### src/rtl/status_ctrl.sv
// STATUS register write-port controller: merges core, ALU and watchdog/power
// updates into one write port and tracks the core's run/sleep state.
//
// state    | meaning
// ---------+---------------------------------------------------------
// ST_INIT  | first cycle after reset, writes POR_VALUE
// ST_RUN   | core executing, requests merged onto status_cur
// ST_SLEEP | core halted, waiting for watchdog time-out or wake
module status_ctrl #(
  parameter logic [7:0] POR_VALUE = 8'h18
) (
  input  logic       clk,
  input  logic       rst,
  input  logic [7:0] status_cur,
  input  logic       fw_req,
  input  logic [7:0] fw_data,
  input  logic       alu_req,
  input  logic [2:0] alu_mask,
  input  logic [2:0] alu_flags,
  input  logic       clrwdt,
  input  logic       sleep,
  input  logic       wdt_to,
  input  logic       wake,
  output logic       status_wr,
  output logic [7:0] status_reg_in,
  output logic       ready,
  output logic       sleeping
);

  typedef enum logic [1:0] {
    ST_INIT  = 2'd0,
    ST_RUN   = 2'd1,
    ST_SLEEP = 2'd2
  } state_t;

  state_t     state;
  logic [7:0] run_data;
  logic       run_wr;

  // Merge order matters: each later source overrides the earlier ones.
  always_comb begin
    run_data = status_cur;
    if (fw_req) begin
      run_data[7:5] = fw_data[7:5];
      run_data[2:0] = fw_data[2:0];
    end
    if (alu_req)
      run_data[2:0] = (run_data[2:0] & ~alu_mask) | (alu_flags & alu_mask);
    if (clrwdt) run_data[4:3] = 2'b11;
    if (sleep)  run_data[4:3] = 2'b10;
    if (wdt_to) run_data[4]   = 1'b0;
    run_wr = fw_req | (alu_req & (alu_mask != 3'b000)) | clrwdt | sleep | wdt_to;
  end

  // rst gates the write port directly so an in-flight write drops without a clock.
  always_comb begin
    status_wr     = 1'b0;
    status_reg_in = 8'h00;
    if (!rst) begin
      case (state)
        ST_INIT: begin
          status_wr     = 1'b1;
          status_reg_in = POR_VALUE;
        end
        ST_RUN: begin
          status_wr     = run_wr;
          status_reg_in = run_data;
        end
        ST_SLEEP: begin
          if (wdt_to) begin
            status_wr     = 1'b1;
            status_reg_in = {status_cur[7:5], 2'b00, status_cur[2:0]};
          end
        end
        default: begin
          status_wr     = 1'b0;
          status_reg_in = 8'h00;
        end
      endcase
    end
  end

  always_ff @(posedge clk or posedge rst) begin
    if (rst) begin
      state    <= ST_INIT;
      ready    <= 1'b0;
      sleeping <= 1'b0;
    end else begin
      case (state)
        ST_INIT: begin
          state    <= ST_RUN;
          ready    <= 1'b1;
          sleeping <= 1'b0;
        end
        ST_RUN: begin
          if (sleep) begin
            state    <= ST_SLEEP;
            ready    <= 1'b0;
            sleeping <= 1'b1;
          end
        end
        ST_SLEEP: begin
          if (wdt_to || wake) begin
            state    <= ST_RUN;
            ready    <= 1'b1;
            sleeping <= 1'b0;
          end
        end
        default: begin
          state    <= ST_INIT;
          ready    <= 1'b0;
          sleeping <= 1'b0;
        end
      endcase
    end
  end

endmodule

### config.mk
export PLATFORM = sky130hd
export DESIGN_NAME = status_ctrl
export DESIGN_NICKNAME = d
export VERILOG_FILES = /design/src/rtl/status_ctrl.sv
export SDC_FILE = /design/constraint.sdc
export NUM_CORES = 1
export LEC_CHECK = 0
export ABC_AREA = 0
export BUFFER_PORTS_ARGS = -buffer_cell sky130_fd_sc_hd__buf_2
export CORE_AREA = 8 8 45 47
export CTS_CLUSTER_SIZE = 8
export DETAILED_ROUTE_END_ITERATION = 16
export DIE_AREA = 0 0 53 55
export PLACE_DENSITY = 0.72
export SLEW_MARGIN = 20
export SYNTH_ARGS = -nofsm -noshare
export SYNTH_HDL_FRONTEND = slang
export SYNTH_SLANG_ARGS = --single-unit
### constraint.sdc
create_clock -name clk -period 1.4 [get_ports clk]
set_input_delay 0.14 -clock clk [delete_from_list [all_inputs] [get_ports clk]]
set_output_delay 0.14 -clock clk [all_outputs]
set_load 0.03 [all_outputs]
==> out/qor.csv <==
metric;value;unit
post-route clock skew;0.00141;ns
Largest delay share family, worst path;flip-flops;
measured slew at the worst slew-check pin;0.341;ns
n_diodes;0;
global route overflow;0;
Synth warnings;0;
Via-to-Cell Ratio;4.95;
required time worst endpoint;1.26;ns
final hold slack;0.201;ns
ys flop type;dfrtp_1;
slowest stage cell, crit path;dfrtp_2;
final non-filler cell total;114;
Worst setup SP type;flop;
CP Capture Type;output pin;
Overall Power;0.906;mW
Buffers on Ports;38;
CP bufs+invs;1;
drt first pass iters;2;
first-pass GRT wire length;2530;um
DRT iter0 DRCs;3;
library cells used by synthesis;25;
Crit Path Class;reg2out;
outcome;finished with violations;
Post-synth EDFFs;0;
P_leak;0.364;nW
Inst Count DP;107;
fin crit period;1.54;ns
post-synth top area share;0.121;
hold crit path type;in2reg;
Area contributors post-synth;dfrtp_1 12%, mux2_4 11%, o211ai_2 9.1%, a21oi_1 7.3%, nand3b_1 7.3%;
most frequent cells after synthesis;6 x a21oi_1, 6 x nand2_1, 4 x and2_1, 4 x nand3b_1;
CP startpoint;state[1]$_DFFE_PP0P_;
crit path to;status_reg_in[5];
Core Region;1380;um^2
routability cong.;0.814;
Mapped Cells;54;
# DRC;0;
CTS max path bufs;2;
max incr delay on CP;0.44;ns
vias in the first global route;609;
Reg with most FFs;state;
maximum VDD drop;569;uV
Global Route Usage Sum;0.115;
Largest regs;state x2;
Yosys top cell by area;dfrtp_1;
Placement Setup Slack;0.0307;ns
Num Clock Sinks;2;
fin crit share;1.10;
r2r setup slk;0.38;ns
P&R area growth vs syn;104;%
largest net degree at the start of global routing;9;
Fin. Hold Viols;0;
max cap viols;0;
post-detail-place hpwl;1280;um
worst r2r path cells;4;
Nets;130;
Mapped Area;414;um^2
Die Y-Extent;55;um
Slew Limit Fails;0;
share of post-route cells with drive strength above 1;0.776;
drt total wl;1580;um
Initial Util;0.299;
Std-Cell Rows;14;
Largest register FFs;2;
Seq/Total Area, Yosys;0.121;
TritonCTS clock tree;done;
Wirelength per Cell;13.9;um
initial antenna violation count;0;
#FFs+latches synth;2;
Mean Syn Cell Area;7.67;um^2
Async S/R FF share, synth;1.00;
worst flop-to-flop path endpoint;state[0]$_DFFE_PP0P_;
worst-skew pair later-pin latency;0.22;ns
crit-path max FO;6;
Critical Path Stages;4;
die footprint;2920;um^2
R2R Path Start;state[0]$_DFFE_PP0P_;
Syn Nets;84;
vias;564;
Setup WS post-layout;-0.136;ns
failing checks;setup timing;
RSZ-0062 raised after global routing;yes;
Crit path arrival time;1.40;ns
number of H-tree levels;1;
DIE WIDTH;53;um
crit-path cells;and2b_4 -> nand3_2 -> a21oi_4 -> buf_6;
Final Util;0.611;
fmax;651;MHz
Finish-stage setup viols;8;
Power Density;1070;nW/um^2
Slew headroom;0.771;
I/O pin cnt;41;
total CTS buffers;3;
post-route antenna net violation count;0;
root buffer cell;clkbuf_4;
Worst-path clk slew;0.03;ns
layer usage:
metal	GRT usage	vias to the layer above	wire (um)
met5	0	-	0
met4	0.0647	0	10
met2	0.195	27	788
li1	-	289	-
met3	0.0374	2	171
met1	0.123	246	608
worst min-delay path: cells and delay by family:
kind,cells,cell delay [ns]
AO/OA/AOI/OAI,1,0.07
buffers and inverters,1,0.07
AND/OR/NAND/NOR,2,0.10
layout make-up:
type	instances	area (um^2)
Clock buffer	3	22.5
Fill cell	137	538
Inverter	1	3.75
Multi-Input combinational cell	48	460
Sequential cell	2	52.6
Tap cell	16	20.0
Timing Repair Buffer	44	287
power breakdown:
part | internal, mW | switching, mW
combinational | 0.313 | 0.364
sequential | 0.0782 | 0.0261
clock | 0.0944 | 0.0304
total | 0.486 | 0.421
layout by cell type (no fill, tap or decap), types with 2 or more instances in the layout:
cell,n
o21ai_2,3
buf_4,7
clkbuf_4,3
buf_6,7
a21oi_4,6
mux2_4,3
nand2b_1,2
and2_1,4
dfrtp_2,2
buf_2,29
o211ai_2,3
nand3_2,3
nand2_1,2
o21ai_0,2
nand3b_1,4
nand2_2,4
stage by stage:
stage	setup TNS, ns	instance area, um^2
finish	-0.802	846
global route	-1.29	846
global placement	0	727
CTS	-0.913	842
floorplan	-0.175	536
detailed placement	0	727
timing repair:
action,CTS,global route
setup buffers,3,0
hold endpoints to repair,2,0
cloned,0,0
gates resized for setup,20,1
pin swaps,4,1
setup endpoints to repair,7,9
hold buffers,1,0
worst min path at each step:
stage	end	slack [ns]	cells past startpoint	startpoint
2_1_floorplan	state[0]$_DFFE_PP0P_	-0.10	1	rst
3_3_place_gp	state[1]$_DFFE_PP0P_	0.06	2	rst
3_5_place_dp	state[1]$_DFFE_PP0P_	0.07	2	rst
4_1_cts	state[1]$_DFFE_PP0P_	0.20	4	wake
5_1_grt	state[1]$_DFFE_PP0P_	0.24	4	wake
6_report	state[1]$_DFFE_PP0P_	0.20	4	wake
cell families after synthesis:
group                  synth area share
AND/OR/NAND/NOR                   0.378
buffers and inverters            0.0755
flip-flops                        0.121
AO/OA/AOI/OAI                     0.317
multiplexers                      0.109
Note: power is estimated with default switching activity, not from simulation.
